**config.mk**
```make
export PLATFORM = sky130hd
export DESIGN_NAME = instr_encoder_loader_flat
export DESIGN_NICKNAME = d
export VERILOG_FILES = /design/src/rtl/instr_encoder_loader_pkg.sv /design/src/rtl/instr_encoder_loader_if.sv /design/src/rtl/instr_encoder_loader_encode.sv /design/src/rtl/instr_encoder_loader.sv /design/src/flat_wrapper.sv
export SDC_FILE = /design/constraint.sdc
export NUM_CORES = 1
export LEC_CHECK = 0
export BUFFER_PORTS_ARGS = -buffer_cell sky130_fd_sc_hd__buf_2
export CAP_MARGIN = 10
export CORE_MARGIN = 1
export CORE_UTILIZATION = 45
export CTS_CLUSTER_SIZE = 20
export DETAILED_ROUTE_END_ITERATION = 16
export GPL_ROUTABILITY_DRIVEN = 0
export PLACE_DENSITY = 0.74
export SETUP_SLACK_MARGIN = 0.05
export SKIP_CTS_REPAIR_TIMING = 1
export SKIP_LAST_GASP = 1
export SLEW_MARGIN = 10
export SYNTH_ARGS = -nofsm -noshare
export SYNTH_HDL_FRONTEND = slang
export SYNTH_SLANG_ARGS = --single-unit
```
**constraint.sdc**
```tcl
create_clock -name clk -period 1.9 [get_ports clk]
set_input_delay 0.19 -clock clk [delete_from_list [all_inputs] [get_ports clk]]
set_output_delay 0.19 -clock clk [all_outputs]
set_load 0.02 [all_outputs]
```
**src/rtl/instr_encoder_loader_pkg.sv**
```systemverilog
// ----------------------------------------------------------------------------
// instr_encoder_loader_pkg
//
// Purpose:
//   Shared MIPS encoding constants for the program loader. The op-class codes,
//   the opcode/funct values and the loader FSM state type all live here.
//   control_unit decodes the same values, so both sides agree on the
//   instruction set.
//
// Contents:
//   CLS_*        4-bit op-class codes presented on the loader's op bus
//   OPC_*        6-bit primary opcodes
//   FUNCT_*      6-bit R-type function codes
//   state_e      loader FSM states
//   pack_rtype   builds {000000, rs, rt, rd, 00000, funct}
//   pack_itype   builds {opcode, rs, rt, imm}
// ----------------------------------------------------------------------------
package instr_encoder_loader_pkg;

    // Op-class codes. Codes 9..14 are not assigned and are treated as illegal.
    localparam logic [3:0] CLS_ADD  = 4'd0;
    localparam logic [3:0] CLS_SUB  = 4'd1;
    localparam logic [3:0] CLS_AND  = 4'd2;
    localparam logic [3:0] CLS_OR   = 4'd3;
    localparam logic [3:0] CLS_NOR  = 4'd4;
    localparam logic [3:0] CLS_XOR  = 4'd5;
    localparam logic [3:0] CLS_ADDI = 4'd6;
    localparam logic [3:0] CLS_LW   = 4'd7;
    localparam logic [3:0] CLS_SW   = 4'd8;
    localparam logic [3:0] CLS_END  = 4'd15;

    // Primary opcodes
    localparam logic [5:0] OPC_RTYPE = 6'b000000;
    localparam logic [5:0] OPC_ADDI  = 6'b001000;
    localparam logic [5:0] OPC_LW    = 6'b100011;
    localparam logic [5:0] OPC_SW    = 6'b101011;

    // R-type function codes
    localparam logic [5:0] FUNCT_ADD = 6'b100000;
    localparam logic [5:0] FUNCT_SUB = 6'b100010;
    localparam logic [5:0] FUNCT_AND = 6'b100100;
    localparam logic [5:0] FUNCT_OR  = 6'b100101;
    localparam logic [5:0] FUNCT_XOR = 6'b100110;
    localparam logic [5:0] FUNCT_NOR = 6'b100111;

    // Loader FSM states
    typedef enum logic [1:0] {
        ST_IDLE = 2'd0,
        ST_LOAD = 2'd1,
        ST_DONE = 2'd2
    } state_e;

    // R-type word. The shamt field is always zero for this op set.
    function automatic logic [31:0] pack_rtype(
        input logic [4:0] rs,
        input logic [4:0] rt,
        input logic [4:0] rd,
        input logic [5:0] funct
    );
        return {OPC_RTYPE, rs, rt, rd, 5'b00000, funct};
    endfunction

    // I-type word. rd is not part of the format and is dropped.
    function automatic logic [31:0] pack_itype(
        input logic [5:0]  opcode,
        input logic [4:0]  rs,
        input logic [4:0]  rt,
        input logic [15:0] imm
    );
        return {opcode, rs, rt, imm};
    endfunction

endpackage

```
**src/rtl/instr_encoder_loader_if.sv**
```systemverilog
// ----------------------------------------------------------------------------
// instr_encoder_loader_if
//
// Purpose:
//   Bundles the symbolic op handshake from the host with the instruction
//   memory write port. The loader sits on the slave side. The host/test
//   source, which also observes the imem writes, sits on the master side.
//
// Signals:
//   op_valid    host -> loader   op fields valid
//   op_ready    loader -> host   loader can accept an op this cycle
//   op_class    host -> loader   4-bit op class
//   op_rs       host -> loader   rs field
//   op_rt       host -> loader   rt field
//   op_rd       host -> loader   rd field (R-type only)
//   op_imm      host -> loader   immediate/offset (I-type only)
//   imem_we     loader -> imem   one-cycle write strobe
//   imem_addr   loader -> imem   word address of the write
//   imem_wdata  loader -> imem   encoded instruction
// ----------------------------------------------------------------------------
interface instr_encoder_loader_if #(
    parameter int ADDR_WIDTH = 6
) ();

    logic                  op_valid;
    logic                  op_ready;
    logic [3:0]            op_class;
    logic [4:0]            op_rs;
    logic [4:0]            op_rt;
    logic [4:0]            op_rd;
    logic [15:0]           op_imm;
    logic                  imem_we;
    logic [ADDR_WIDTH-1:0] imem_addr;
    logic [31:0]           imem_wdata;

    // Host side: drives ops, watches the handshake and the memory writes
    modport master (
        output op_valid, op_class, op_rs, op_rt, op_rd, op_imm,
        input  op_ready, imem_we, imem_addr, imem_wdata
    );

    // Loader side: consumes ops, drives the memory write port
    modport slave (
        input  op_valid, op_class, op_rs, op_rt, op_rd, op_imm,
        output op_ready, imem_we, imem_addr, imem_wdata
    );

endinterface

```
**src/rtl/instr_encoder_loader_encode.sv**
```systemverilog
// ----------------------------------------------------------------------------
// instr_encoder_loader_encode
//
// Purpose:
//   Purely combinational translation of one symbolic op into a 32-bit MIPS
//   word. It also reports whether the class is writable (legal) and whether
//   the class is the END marker. END and illegal classes produce a zero word.
//
// Ports:
//   op_class_i  in   4   op class code
//   rs_i        in   5   rs field
//   rt_i        in   5   rt field
//   rd_i        in   5   rd field, used by R-type only
//   imm_i       in   16  immediate/offset, used by I-type only
//   word_o      out  32  encoded instruction
//   legal_o     out  1   class maps to a real instruction
//   is_end_o    out  1   class is the END marker
// ----------------------------------------------------------------------------
module instr_encoder_loader_encode
    import instr_encoder_loader_pkg::*;
(
    input  logic [3:0]  op_class_i,
    input  logic [4:0]  rs_i,
    input  logic [4:0]  rt_i,
    input  logic [4:0]  rd_i,
    input  logic [15:0] imm_i,
    output logic [31:0] word_o,
    output logic        legal_o,
    output logic        is_end_o
);

    // Class decode. R-type classes differ only in funct. I-type classes
    // differ only in opcode. Anything not listed stays illegal with a zero
    // word, so an unknown class can never reach memory by accident.
    always_comb begin
        word_o   = 32'h0000_0000;
        legal_o  = 1'b0;
        is_end_o = 1'b0;
        case (op_class_i)
            CLS_ADD: begin
                word_o  = pack_rtype(rs_i, rt_i, rd_i, FUNCT_ADD);
                legal_o = 1'b1;
            end
            CLS_SUB: begin
                word_o  = pack_rtype(rs_i, rt_i, rd_i, FUNCT_SUB);
                legal_o = 1'b1;
            end
            CLS_AND: begin
                word_o  = pack_rtype(rs_i, rt_i, rd_i, FUNCT_AND);
                legal_o = 1'b1;
            end
            CLS_OR: begin
                word_o  = pack_rtype(rs_i, rt_i, rd_i, FUNCT_OR);
                legal_o = 1'b1;
            end
            CLS_NOR: begin
                word_o  = pack_rtype(rs_i, rt_i, rd_i, FUNCT_NOR);
                legal_o = 1'b1;
            end
            CLS_XOR: begin
                word_o  = pack_rtype(rs_i, rt_i, rd_i, FUNCT_XOR);
                legal_o = 1'b1;
            end
            CLS_ADDI: begin
                word_o  = pack_itype(OPC_ADDI, rs_i, rt_i, imm_i);
                legal_o = 1'b1;
            end
            CLS_LW: begin
                word_o  = pack_itype(OPC_LW, rs_i, rt_i, imm_i);
                legal_o = 1'b1;
            end
            CLS_SW: begin
                word_o  = pack_itype(OPC_SW, rs_i, rt_i, imm_i);
                legal_o = 1'b1;
            end
            CLS_END: begin
                is_end_o = 1'b1;
            end
            default: begin
                word_o = 32'h0000_0000;
            end
        endcase
    end

endmodule

```
**src/rtl/instr_encoder_loader.sv**
```systemverilog
// ----------------------------------------------------------------------------
// instr_encoder_loader
//
// Purpose:
//   Accepts a stream of symbolic ops from a host, encodes each one into a MIPS
//   word, and writes the words to consecutive instruction-memory addresses
//   starting at 0. It holds the CPU off while a program is being loaded.
//
// Ports:
//   clk            in   1              rising-edge clock
//   reset          in   1              synchronous, active-high
//   start_i        in   1              begin a load (honoured in IDLE/DONE)
//   bus            slave modport       op handshake + imem write port
//   cpu_hold_o     out  1              keep the CPU stalled while high
//   busy_o         out  1              load in progress or write pending
//   done_o         out  1              level, high in DONE
//   full_o         out  1              sticky, last memory slot written
//   err_illegal_o  out  1              sticky, an illegal class was accepted
//   word_count_o   out  ADDR_WIDTH+1   words written during this load
// ----------------------------------------------------------------------------
module instr_encoder_loader
    import instr_encoder_loader_pkg::*;
#(
    parameter int ADDR_WIDTH = 6
) (
    input  logic                  clk,
    input  logic                  reset,
    input  logic                  start_i,
    instr_encoder_loader_if.slave bus,
    output logic                  cpu_hold_o,
    output logic                  busy_o,
    output logic                  done_o,
    output logic                  full_o,
    output logic                  err_illegal_o,
    output logic [ADDR_WIDTH:0]   word_count_o
);

    localparam logic [ADDR_WIDTH-1:0] MAX_ADDR = '1;
    localparam logic [ADDR_WIDTH:0]   CNT_ONE  = 1;

    state_e                state_q;
    logic [ADDR_WIDTH:0]   ptr_q;
    logic                  we_q;
    logic [ADDR_WIDTH-1:0] addr_q;
    logic [31:0]           wdata_q;
    logic                  full_q;
    logic                  err_q;

    logic [31:0]           enc_word;
    logic                  enc_legal;
    logic                  enc_is_end;
    logic                  last_pending;
    logic                  accept;
    logic [ADDR_WIDTH-1:0] write_addr_d;

    instr_encoder_loader_encode u_encode (
        .op_class_i (bus.op_class),
        .rs_i       (bus.op_rs),
        .rt_i       (bus.op_rt),
        .rd_i       (bus.op_rd),
        .imm_i      (bus.op_imm),
        .word_o     (enc_word),
        .legal_o    (enc_legal),
        .is_end_o   (enc_is_end)
    );

    // Handshake and address selection.
    // The pointer only advances once a write has actually gone out, so an op
    // accepted while the previous write is still on the bus must target
    // ptr+1. The same reasoning reserves the last slot. While the write to
    // the top address is in flight, nothing more may be accepted, even
    // though full is not set until that write completes.
    always_comb begin
        last_pending = we_q && (addr_q == MAX_ADDR);
        bus.op_ready = (state_q == ST_LOAD) && !full_q && !last_pending;
        accept       = bus.op_valid && bus.op_ready;
        write_addr_d = ptr_q[ADDR_WIDTH-1:0] + ADDR_WIDTH'(we_q);
    end

    // Loader FSM together with the pointer and the registered write port.
    // A completing write and a new accept can share an edge. That is what
    // gives one word per cycle. END accepted during the final write can move
    // straight to DONE, because the write finishes on that same edge.
    always_ff @(posedge clk) begin
        if (reset) begin
            state_q <= ST_IDLE;
            ptr_q   <= '0;
            we_q    <= 1'b0;
            addr_q  <= '0;
            wdata_q <= '0;
            full_q  <= 1'b0;
            err_q   <= 1'b0;
        end else begin
            we_q <= 1'b0;
            case (state_q)
                ST_IDLE, ST_DONE: begin
                    if (start_i) begin
                        state_q <= ST_LOAD;
                        ptr_q   <= '0;
                        full_q  <= 1'b0;
                        err_q   <= 1'b0;
                    end
                end
                ST_LOAD: begin
                    if (we_q) begin
                        ptr_q <= ptr_q + CNT_ONE;
                        if (addr_q == MAX_ADDR) begin
                            full_q  <= 1'b1;
                            state_q <= ST_DONE;
                        end
                    end
                    if (accept) begin
                        if (enc_is_end) begin
                            state_q <= ST_DONE;
                        end else if (enc_legal) begin
                            we_q    <= 1'b1;
                            addr_q  <= write_addr_d;
                            wdata_q <= enc_word;
                        end else begin
                            err_q <= 1'b1;
                        end
                    end
                end
                default: begin
                    state_q <= ST_IDLE;
                end
            endcase
        end
    end

    // Output decode. we_q is only ever set in LOAD, so busy reduces to the
    // LOAD state. The CPU hold therefore falls on the same edge that done
    // rises.
    always_comb begin
        bus.imem_we    = we_q;
        bus.imem_addr  = addr_q;
        bus.imem_wdata = wdata_q;
        busy_o         = (state_q == ST_LOAD);
        cpu_hold_o     = (state_q == ST_LOAD);
        done_o         = (state_q == ST_DONE);
        full_o         = full_q;
        err_illegal_o  = err_q;
        word_count_o   = ptr_q;
    end

endmodule

```
**src/flat_wrapper.sv**
```systemverilog
// flat-port wrapper written by rule: the top's interface ports become plain ports
module instr_encoder_loader_flat import instr_encoder_loader_pkg::*;
#(
    parameter int ADDR_WIDTH = 6
)
  (clk, reset, start_i, cpu_hold_o, busy_o, done_o, full_o, err_illegal_o, word_count_o, bus_op_valid, bus_op_class, bus_op_rs, bus_op_rt, bus_op_rd, bus_op_imm, bus_op_ready, bus_imem_we, bus_imem_addr, bus_imem_wdata);
  instr_encoder_loader_if #(.ADDR_WIDTH(ADDR_WIDTH)) bus_i ();
  input  logic clk;
  input  logic reset;
  input  logic start_i;
  output logic cpu_hold_o;
  output logic busy_o;
  output logic done_o;
  output logic full_o;
  output logic err_illegal_o;
  output logic [ADDR_WIDTH:0] word_count_o;
  input wire logic [$bits(bus_i.op_valid)-1:0] bus_op_valid;
  input wire logic [$bits(bus_i.op_class)-1:0] bus_op_class;
  input wire logic [$bits(bus_i.op_rs)-1:0] bus_op_rs;
  input wire logic [$bits(bus_i.op_rt)-1:0] bus_op_rt;
  input wire logic [$bits(bus_i.op_rd)-1:0] bus_op_rd;
  input wire logic [$bits(bus_i.op_imm)-1:0] bus_op_imm;
  output wire logic [$bits(bus_i.op_ready)-1:0] bus_op_ready;
  output wire logic [$bits(bus_i.imem_we)-1:0] bus_imem_we;
  output wire logic [$bits(bus_i.imem_addr)-1:0] bus_imem_addr;
  output wire logic [$bits(bus_i.imem_wdata)-1:0] bus_imem_wdata;
  assign bus_i.op_valid = bus_op_valid;
  assign bus_i.op_class = bus_op_class;
  assign bus_i.op_rs = bus_op_rs;
  assign bus_i.op_rt = bus_op_rt;
  assign bus_i.op_rd = bus_op_rd;
  assign bus_i.op_imm = bus_op_imm;
  assign bus_op_ready = bus_i.op_ready;
  assign bus_imem_we = bus_i.imem_we;
  assign bus_imem_addr = bus_i.imem_addr;
  assign bus_imem_wdata = bus_i.imem_wdata;
  instr_encoder_loader #(.ADDR_WIDTH(ADDR_WIDTH)) u_core (.clk(clk), .reset(reset), .start_i(start_i), .bus(bus_i), .cpu_hold_o(cpu_hold_o), .busy_o(busy_o), .done_o(done_o), .full_o(full_o), .err_illegal_o(err_illegal_o), .word_count_o(word_count_o));
endmodule
```
==> run_results.csv, run 1 <==
group,metric,value,unit
run_status,status,"completed",
logic_synthesis,syn_inst,265,
logic_synthesis,ys_seq_elements,46,
cts,cts.sinks,46,
critical_path,endpoint_kind,"flip-flop",
drt,dr.pass1.iters,4,
floorplan,rows,25,
drt,post_drt_wl_per_cell,12.4,um
logic_synthesis,ys_async_sr_fraction,0,%
timing,timing.fmax,569,MHz
logic_synthesis,synth_flop_cell,"dfxtp_1",
cts,ctsLongestPathBuffers,2,
global_route,antenna_found_initial,0,
floorplan,initial_core_util,47.7,%
critical_path,cp_data_arrival_time,1960,ps
critical_path,crit_type,"flip-flop to flip-flop",
cts,cts_buffers,5,
cts,cts.clk_slew.worst_paths,80,ps
drt,drt_iter0_markers,67,
finish,final_cell_mix,"88 x buf_2, 46 x dfxtp_1, 33 x nor2_1",
floorplan,die-area,0.00539,sq mm
worst_hold_path,hold_class,"input pin to flip-flop",
timing,finClkSkew,7.95,ps
logic_synthesis,synth_edf_count,0,
cts,insertion_delay,290,ps
cts,root_buffer,"clkbuf_8",
timing,hold_viol,0,
finish,final_layout_size_suffix_gt1_share,37.8,%
logic_synthesis,yosysUniqueCellTypes,46,
floorplan,io_pins,91,
critical_path,crit_path_top_delay_cell,"o2111a_2",
critical_path,max_stage_delay,460,ps
placed_design,port-buffer-count,88,
finish,diodes,0,
global_route,grt_usage,19.6,%
drt,ant_nets,0,
drt,drc,0,
timing,final-setup-viol-count,0,
finish,final_common_cell,"buf_2",
global_route,grt_pass1_wl,8290,um
placed_design,post-place-cells,411,
timing,period_needed,1760,ps
cts,cts_tree,"yes",
floorplan,die_x,73.5,um
cts,htreeDepth,2,
drt,route.vias.total,2169,
logic_synthesis,netlist_area,0.00230,sq mm
global_route,grt_overflow_total,0,
timing,tightest_slew,525,ps
finish,syn_to_final_growth,27.0,%
logic_synthesis,ys_seq_area_share,40.1,%
drt,wl,5190,um
timing,slew_violations,0,
drt,viasPerCell,5.18,
critical_path,cp_max_fo,20,
timing,rsz0062_at_grt,"false",
timing,tns,0,ps
logic_synthesis,ys_warn_count,0,
global_route,grt_max_degree,25,
critical_path,r2r_slack,140,ps
power,p_leak,1.25,nW
finish,fin_cells,419,
finish,nFillCells,501,
power,power.density,685,mW/mm^2
floorplan,die_y,73.5,um
logic_synthesis,syn_avg_cell_area,8.67,sq um
timing,period_share,92.6,%
critical_path,path_delay_family,"compound AO/OA/AOI/OAI gates",
floorplan,core-area,0.00482,sq mm
finish,final_nets,393,
power,total_power,2.00,mW
global_route,grt_pass1_vias,1896,
critical_path,required,2100,ps
power,ir_drop,0.529,mV
critical_path,cp_cell_sequence,"and4bb_2, o2111a_2, buf_12, nor2_1, a311oi_2",
critical_path,crit_path_start_kind,"flip-flop",
critical_path,critPathBufInv,1,
placed_design,hpwlAfterDp,3910,um
run,drv_cap,0,
timing,timing.slew.headroom,65.0,%
## cell type report
type	instances	area (sq um)	area share (%)
clock buffers	5	68.8	2.36
clock inverters	3	40.0	1.37
inverters	2	7.51	0.257
multi-input cells	194	1240	42.4
flip-flops and latches	46	921	31.6
well taps	67	83.8	2.87
repair buffers	102	558	19.1
## registers in the layout, summed over array words and instances (netlist names)
register and cells:
u_core.state_q 2, u_core.word_count_o 7, u_core.bus.imem_we 1, u_core.bus.imem_wdata 28, u_core.bus.imem_addr 6, u_core.full_o 1, u_core.err_illegal_o 1
## final timing paths
kind	startpoint	end	cells after the start
setup reg to reg	u_core.state_q[1]$_SDFFE_PP0P_	u_core.bus.imem_wdata[2]$_SDFFE_PP0P_	5
setup / recovery	u_core.state_q[1]$_SDFFE_PP0P_	u_core.bus.imem_wdata[2]$_SDFFE_PP0P_	5
hold / removal	bus_op_imm[9]	u_core.bus.imem_wdata[9]$_SDFFE_PP0P_	2
hold reg to reg	u_core.bus.imem_wdata[24]$_SDFFE_PP0P_	u_core.bus.imem_wdata[24]$_SDFFE_PP0P_	2
## cells by family after synthesis
| group | synth area share, % |
|---|---|
| adder cells (fa/ha/maj) | 1.63 |
| XOR/XNOR | 3.43 |
| flip-flops | 40.1 |
| AO/OA/AOI/OAI | 22.4 |
| other | 0.163 |
| AND/OR/NAND/NOR | 25.9 |
| buffers and inverters | 6.37 |
## metrics by stage
| stage | hold slack (ps) | cell area (sq um) | setup WS (ps) | utilization (%) |
|---|---|---|---|---|
| after floorplan | 326 | 2300 | 218 | - |
| after global placement | 420 | 2810 | 195 | 58.2 |
| after detailed placement | 424 | 2810 | 158 | 58.2 |
| after CTS | 122 | 2910 | 142 | 60.5 |
| after global routing | 123 | 2920 | 55.5 | 60.5 |
| final | 131 | 2920 | 141 | 60.5 |
## report_power, final
| part | switching, mW | internal (mW) |
|---|---|---|
| Combinational | 0.181 | 0.123 |
| Clock | 0.306 | 0.387 |
| Sequential | 0.0132 | 0.988 |
| Total | 0.501 | 1.50 |
## cell usage after synthesis (all sizes together) (2+ instances only)
cell type / count / area share [%]
a22oi: 3 / 0.98
nand3: 9 / 2.0
a31o: 7 / 2.7
a221oi: 5 / 1.9
a21oi: 22 / 4.8
nor2b: 9 / 2.5
inv: 2 / 0.33
nor3: 3 / 0.65
nand2: 29 / 4.7
dfxtp: 46 / 40
clkbuf: 6 / 0.98
ha: 3 / 1.6
o21ai: 3 / 0.65
o2111ai: 2 / 1.0
buf: 18 / 5.1
xnor2: 4 / 1.5
and3b: 2 / 0.76
nand2b: 9 / 2.5
nor2: 35 / 5.8
a211oi: 13 / 5.8
nand4: 2 / 0.82
nor3b: 10 / 3.3
a2bb2oi: 3 / 1.1
xor2: 5 / 1.9
## per-layer routing
layer  share of wire [%]  vias up  GRT usage (%)
met5                   0        -              0
met4                0.73        0           5.13
met3                 5.5        2           4.94
met2                  48       65           33.7
met1                  45     1000           24.2
li1                    -     1102              -
## worst reg2reg max path, cell delays in order (launching register included)
cell      delay, ps
dfxtp_1         350
and4bb_2        340
o2111a_2        460
buf_12          220
nor2_1           70
a311oi_2        240
Note: power is estimated with default switching activity, not from simulation.
==> inputs of run 2 (changes only) <==
ABC_AREA = 1   (was default)
PLACE_DENSITY = 0.75   (was 0.74)
==> run_results.csv, run 2 <==
group,metric,value,unit
floorplan,rows,24,
cts,ctsLongestPathBuffers,2,
logic_synthesis,synth_area_leaders,"dfxtp_1 44%, nand2_1 16%, nor2_1 8.7%",
finish,final_layout_size_suffix_gt1_share,28.1,%
critical_path,cp_cell_sequence,"nand2_2, nor2_2, nand3_2, nor2_4, buf_4, nand2_1, o21ai_0",
timing,tns,0,ps
drt,route.vias.total,2147,
finish,final_nets,434,
cts,cts_tree,"yes",
critical_path,reg2regPathDepth,7,
drt,dr.pass1.iters,4,
power,ir_drop,0.332,mV
cts,htreeDepth,2,
cts,insertion_delay,290,ps
critical_path,worstReg2RegStart,"u_core.state_q[0]$_SDFFE_PP0P_",
drt,drt_iter0_markers,103,
worst_hold_path,hold_class,"input pin to flip-flop",
timing,period_share,82.0,%
logic_synthesis,synth_area_leader_cell,"dfxtp_1",
logic_synthesis,ys_seq_area_share,43.8,%
critical_path,required,2120,ps
finish,area.sequential,921,sq um
floorplan,initial_core_util,47.7,%
critical_path,max_stage_delay,420,ps
critical_path,path_delay_family,"simple AND/OR/NAND/NOR gates",
logic_synthesis,synthAdderAreaFrac,1.78,%
critical_path,worstReg2RegEnd,"u_core.bus.imem_wdata[8]$_SDFFE_PP0P_",
critical_path,r2r_slack,340,ps
finish,syn_to_final_growth,25.6,%
finish,largest_reg_flops,28,
floorplan,io_pins,91,
logic_synthesis,synth_xor_area_share,1.66,%
global_route,grt_pass1_vias,1846,
run_status,status,"completed",
logic_synthesis,netlist_area,0.00210,sq mm
critical_path,crit_path_top_delay_cell,"dfxtp_1",
timing,rsz0062_at_grt,"false",
logic_synthesis,synth_edf_count,0,
global_route,antenna_found_initial,0,
cts,cts.sinks,46,
critical_path,path_depth,7,
finish,final_cell_mix,"90 x nand2_1, 88 x buf_2, 49 x nor2_1",
logic_synthesis,synthMuxAreaShare,0,%
power,p_leak,1.36,nW
logic_synthesis,synth-compound-area-share,11.3,%
logic_synthesis,synth_top_family_by_area,"simple AND/OR/NAND/NOR gates",
global_route,grt_max_degree,21,
critical_path,cp_data_arrival_time,1770,ps
logic_synthesis,ys_async_sr_fraction,0,%
finish,multiInputGateArea,0.00101,sq mm
power,power.density,697,mW/mm^2
logic_synthesis,yosys.area.top_type_share,43.8,%
logic_synthesis,ys_warn_count,0,
drt,post_drt_wl_per_cell,10.9,um
critical_path,crit_type,"flip-flop to flip-flop",
finish,final_common_cell,"nand2_1",
timing,tightest_slew,531,ps
logic_synthesis,yosysUniqueCellTypes,23,
timing,timing.slew.headroom,64.5,%
placed_design,hpwlAfterDp,3570,um
drt,viasPerCell,4.85,
critical_path,critPathBufInv,1,
drt,ant_nets,0,
critical_path,crit_end,"u_core.bus.imem_wdata[8]$_SDFFE_PP0P_",
timing,period_needed,1560,ps
timing,timing.fmax,642,MHz
global_route,grt_usage,20.3,%
floorplan,die-area,0.00495,sq mm
floorplan,core-area,0.00441,sq mm
timing,final-setup-viol-count,0,
run,drv_cap,0,
logic_synthesis,synth_common_cells,"90 x nand2_1, 49 x nor2_1, 46 x dfxtp_1, 25 x o21ai_0, 21 x inv_1",
floorplan,die_y,70.4,um
timing,hold_viol,0,
cts,cts.clk_slew.worst_paths,80,ps
global_route,grt_pass1_wl,8060,um
finish,nFillCells,446,
critical_path,crit_path_start_kind,"flip-flop",
timing,finClkSkew,3.49,ps
placed_design,placed_area,0.00256,sq mm
cts,root_buffer,"clkbuf_8",
logic_synthesis,syn_avg_cell_area,6.88,sq um
critical_path,crit_start,"u_core.state_q[0]$_SDFFE_PP0P_",
drt,wl,4850,um
placed_design,port-buffer-count,88,
critical_path,endpoint_kind,"flip-flop",
floorplan,die_x,70.4,um
cts,cts_buffers,5,
logic_synthesis,synth_simple_gate_area_share,32.8,%
logic_synthesis,synth_flop_cell,"dfxtp_1",
critical_path,cp_max_fo,14,
finish,stdcell_area,0.00264,sq mm
drt,drc,0,
finish,diodes,0,
logic_synthesis,syn_inst,306,
logic_synthesis,yosysMostFrequentCell,"nand2_1",
timing,slew_violations,0,
logic_synthesis,ys_seq_elements,46,
global_route,grt_overflow_total,0,
## run 2: changes by cell type in the layout (fill, tap and decap cells not counted), moves of 10 or more
cell	previous run	this run
inv_1	2	21
nand2_1	29	90
nor2_1	33	49
nor3b_1	10	0
o21ai_0	3	25
## run 2: through the flow
step | power (mW) | instances | worst slack [ps] | hold WS (ps) | util (%)
3_5_place_dp | 1.29 | 437 | 346 | 447 | 58.0
6_report | 1.84 | 443 | 343 | 139 | 59.9
3_3_place_gp | 1.29 | 437 | 422 | 433 | 58.0
2_1_floorplan | 1.19 | 307 | 509 | 332 | -
4_1_cts | 1.87 | 443 | 336 | 128 | 59.9
5_1_grt | 1.94 | 443 | 119 | 136 | 59.9
## run 2: cell families after synthesis
| family | Yosys count |
|---|---|
| simple gates | 167 |
| compound gates | 47 |
| flops | 46 |
| buf+inv | 38 |
| xor+xnor | 4 |
| fa+ha+maj | 3 |
| other cells | 1 |
## run 2: worst min-delay path by stage
stage / from / endpoint / slack [ps] / depth (start not counted)
finish: bus_op_rs[1] / u_core.bus.imem_wdata[22]$_SDFFE_PP0P_ / 140 / 3
CTS: bus_op_rs[0] / u_core.bus.imem_wdata[21]$_SDFFE_PP0P_ / 130 / 3
global placement: bus_op_imm[5] / u_core.bus.imem_wdata[5]$_SDFFE_PP0P_ / 430 / 3
floorplan: bus_op_imm[5] / u_core.bus.imem_wdata[5]$_SDFFE_PP0P_ / 330 / 2
detailed placement: bus_op_rt[2] / u_core.bus.imem_wdata[18]$_SDFFE_PP0P_ / 450 / 3
global route: bus_op_rs[3] / u_core.bus.imem_wdata[24]$_SDFFE_PP0P_ / 140 / 3
## run 2: final cells by class
| type | count | share of cell area (%) |
|---|---|---|
| multi-input cells | 223 | 38.1 |
| clock buffers | 6 | 3.12 |
| inverters | 22 | 3.12 |
| repair buffers | 94 | 18.4 |
| flip-flops and latches | 46 | 34.8 |
| well taps | 52 | 2.46 |
## run 2: power breakdown
| group | internal, mW | switching, mW |
|---|---|---|
| sequential | 0.991 | 0.0163 |
| clock | 0.281 | 0.297 |
| combinational | 0.0933 | 0.164 |
## run 2: layer usage
layer / GRT usage [%] / up-vias / routed length (um)
met5: 0 / - / 0
met4: 8.22 / 0 / 94
met3: 4.76 / 8 / 301
met2: 33.4 / 72 / 2190
met1: 25.3 / 941 / 2260
li1: - / 1126 / -
## run 2: worst reg2reg max path, cell delays in order (launching register included)
cell and delay, ps:
dfxtp_1 420, nand2_2 120, nor2_2 150, nand3_2 120
nor2_4 100, buf_4 200, nand2_1 180, o21ai_0 210
==> inputs of run 3 (changes only) <==
CORE_UTILIZATION = 42   (was 45)
PLACE_DENSITY = 0.74   (was 0.75)
clock period = 1.4 ns   (was 1.9 ns; I/O delays follow)
==> run_results.csv, run 3 (synthesis gave the netlist of run 2 again) <==
group,metric,value,unit
critical_path,worstReg2RegStart,"u_core.state_q[1]$_SDFFE_PP0P_",
critical_path,required,1260,ps
critical_path,max_stage_delay,380,ps
finish,final_layout_size_suffix_gt1_share,36.7,%
floorplan,initial_core_util,44.0,%
timing,period_needed,1360,ps
timing,final-setup-viol-count,0,
critical_path,cp_data_arrival_time,1220,ps
critical_path,crit_path_top_delay_cell,"dfxtp_4",
placed_design,place_ws,11.6,ps
critical_path,cp_max_fo,5,
global_route,grt_usage,20.3,%
finish,syn_to_final_growth,37.0,%
timing,timing.fmax,737,MHz
cts,cts_tree,"yes",
run,drv_cap,0,
cts,cts.clk_slew.worst_paths,90,ps
timing,setup_ws,42.9,ps
timing,slew_violations,0,
cts,insertion_delay,300,ps
cts,htreeDepth,2,
drt,route.vias.total,2187,
critical_path,reg2regPathDepth,9,
critical_path,endpoint_kind,"output pin",
drt,wl_met3,336,um
finish,post-route-util,60.2,%
cts,cts.sinks,46,
floorplan,core-area,0.00479,sq mm
floorplan,die-area,0.00530,sq mm
worst_hold_path,hold_path_end,"u_core.bus.imem_wdata[21]$_SDFFE_PP0P_",
timing,hold_viol,0,
run_status,status,"completed",
drt,drc,0,
timing,period_share,96.9,%
cts,ctsLongestPathBuffers,2,
critical_path,critPathBufInv,3,
finish,final_cell_mix,"87 x buf_2, 85 x nand2_1, 47 x nor2_1",
finish,final_common_cell,"buf_2",
critical_path,worstReg2RegEnd,"u_core.bus.imem_wdata[0]$_SDFFE_PP0P_",
drt,m1WireLength,2420,um
critical_path,r2r_slack,50,ps
drt,post_drt_wl_per_cell,11.0,um
global_route,grt_overflow_total,0,
critical_path,cp_cell_sequence,"inv_1, nor2_2, nand2_2, inv_2, nor3_2, buf_4",
global_route,grt_pass1_vias,1960,
floorplan,die_x,72.8,um
drt,drt_iter0_markers,145,
critical_path,path_delay_family,"flip-flops",
finish,diodes,0,
power,p_leak,1.46,nW
global_route,grt_max_degree,23,
power,power.density,948,mW/mm^2
drt,viasPerCell,4.62,
floorplan,io_pins,91,
finish,final_nets,447,
floorplan,die_y,72.8,um
finish,largest_reg_flops,28,
drt,top_layer,"met4",
drt,routed-wl-met2,2390,um
worst_hold_path,holdPathStages,3,
global_route,grt_pass1_wl,8400,um
timing,tns,0,ps
timing,rsz0062_at_grt,"true",
worst_hold_path,hold_class,"input pin to flip-flop",
floorplan,rows,25,
power,total_power,2.73,mW
cts,cts_buffers,5,
placed_design,port-buffer-count,88,
power,ir_drop,0.449,mV
timing,finClkSkew,7.11,ps
drt,dr.pass1.iters,6,
global_route,antenna_found_initial,0,
placed_design,hpwlAfterDp,3810,um
critical_path,crit_type,"flip-flop to output pin",
drt,wl,5210,um
drt,ant_nets,0,
critical_path,crit_path_start_kind,"flip-flop",
cts,root_buffer,"clkbuf_8",
worst_hold_path,hold_start,"bus_op_rs[0]",
[run 3: cell types whose count changed in the layout (fill, tap and decap cells not counted), sizes merged]
cell / previous run / this run
bufinv: 0 / 1
clkinv: 0 / 2
clkbuf: 6 / 5
buf: 94 / 107
[run 3: metal layers]
metal	track usage [%]	up-vias
li1	-	1157
met1	26.5	933
met5	0	-
met4	6.75	0
met2	32.4	88
met3	5.80	9
[run 3: cell type report]
class	instances	area, sq um
fill	451	1900
multi-input combinational	223	1050
sequential	46	936
timing repair buffer	107	617
tap	67	83.8
inverter	22	82.6
clock buffer	5	68.8
clock inverter	3	40.0
[run 3: worst max path at each step]
stage,startpoint,slack [ps],to,cells after the start
6_report,u_core.bus.imem_we$_SDFF_PP0_,40,bus_op_ready,6
2_1_floorplan,u_core.bus.imem_addr[5]$_SDFFE_PP0P_,120,u_core.bus.imem_wdata[5]$_SDFFE_PP0P_,8
3_3_place_gp,u_core.bus.imem_addr[5]$_SDFFE_PP0P_,90,u_core.bus.imem_wdata[25]$_SDFFE_PP0P_,7
3_5_place_dp,u_core.state_q[1]$_SDFFE_PP0P_,10,u_core.bus.imem_wdata[8]$_SDFFE_PP0P_,7
4_1_cts,u_core.bus.imem_addr[5]$_SDFFE_PP0P_,-110,bus_op_ready,6
5_1_grt,u_core.bus.imem_we$_SDFF_PP0_,-50,bus_op_ready,6
[run 3: worst reg2reg max path, stage by stage, from the launching register on]
cell     delay, ps
dfxtp_1        340
inv_2           80
nand2_4         70
nor2_4         130
nand3_2        120
nor2_4         160
buf_12         170
nand2_1         70
nor2_1          80
nor2_1          50
[run 3: stage by stage]
stage          hold WS (ps)  cell area [sq um]  cells
2_1_floorplan           282               2110    307
3_3_place_gp            378               2640    458
3_5_place_dp            396               2640    458
4_1_cts                67.5               2750    466
5_1_grt                68.4               2880    473
6_report               79.5               2880    473
[run 3: report_power, final]
part	switching, mW	total, mW	internal (mW)
registers	0.0227	1.37	1.35
logic	0.239	0.399	0.160
clock network	0.440	0.966	0.526
total	0.702	2.73	2.03
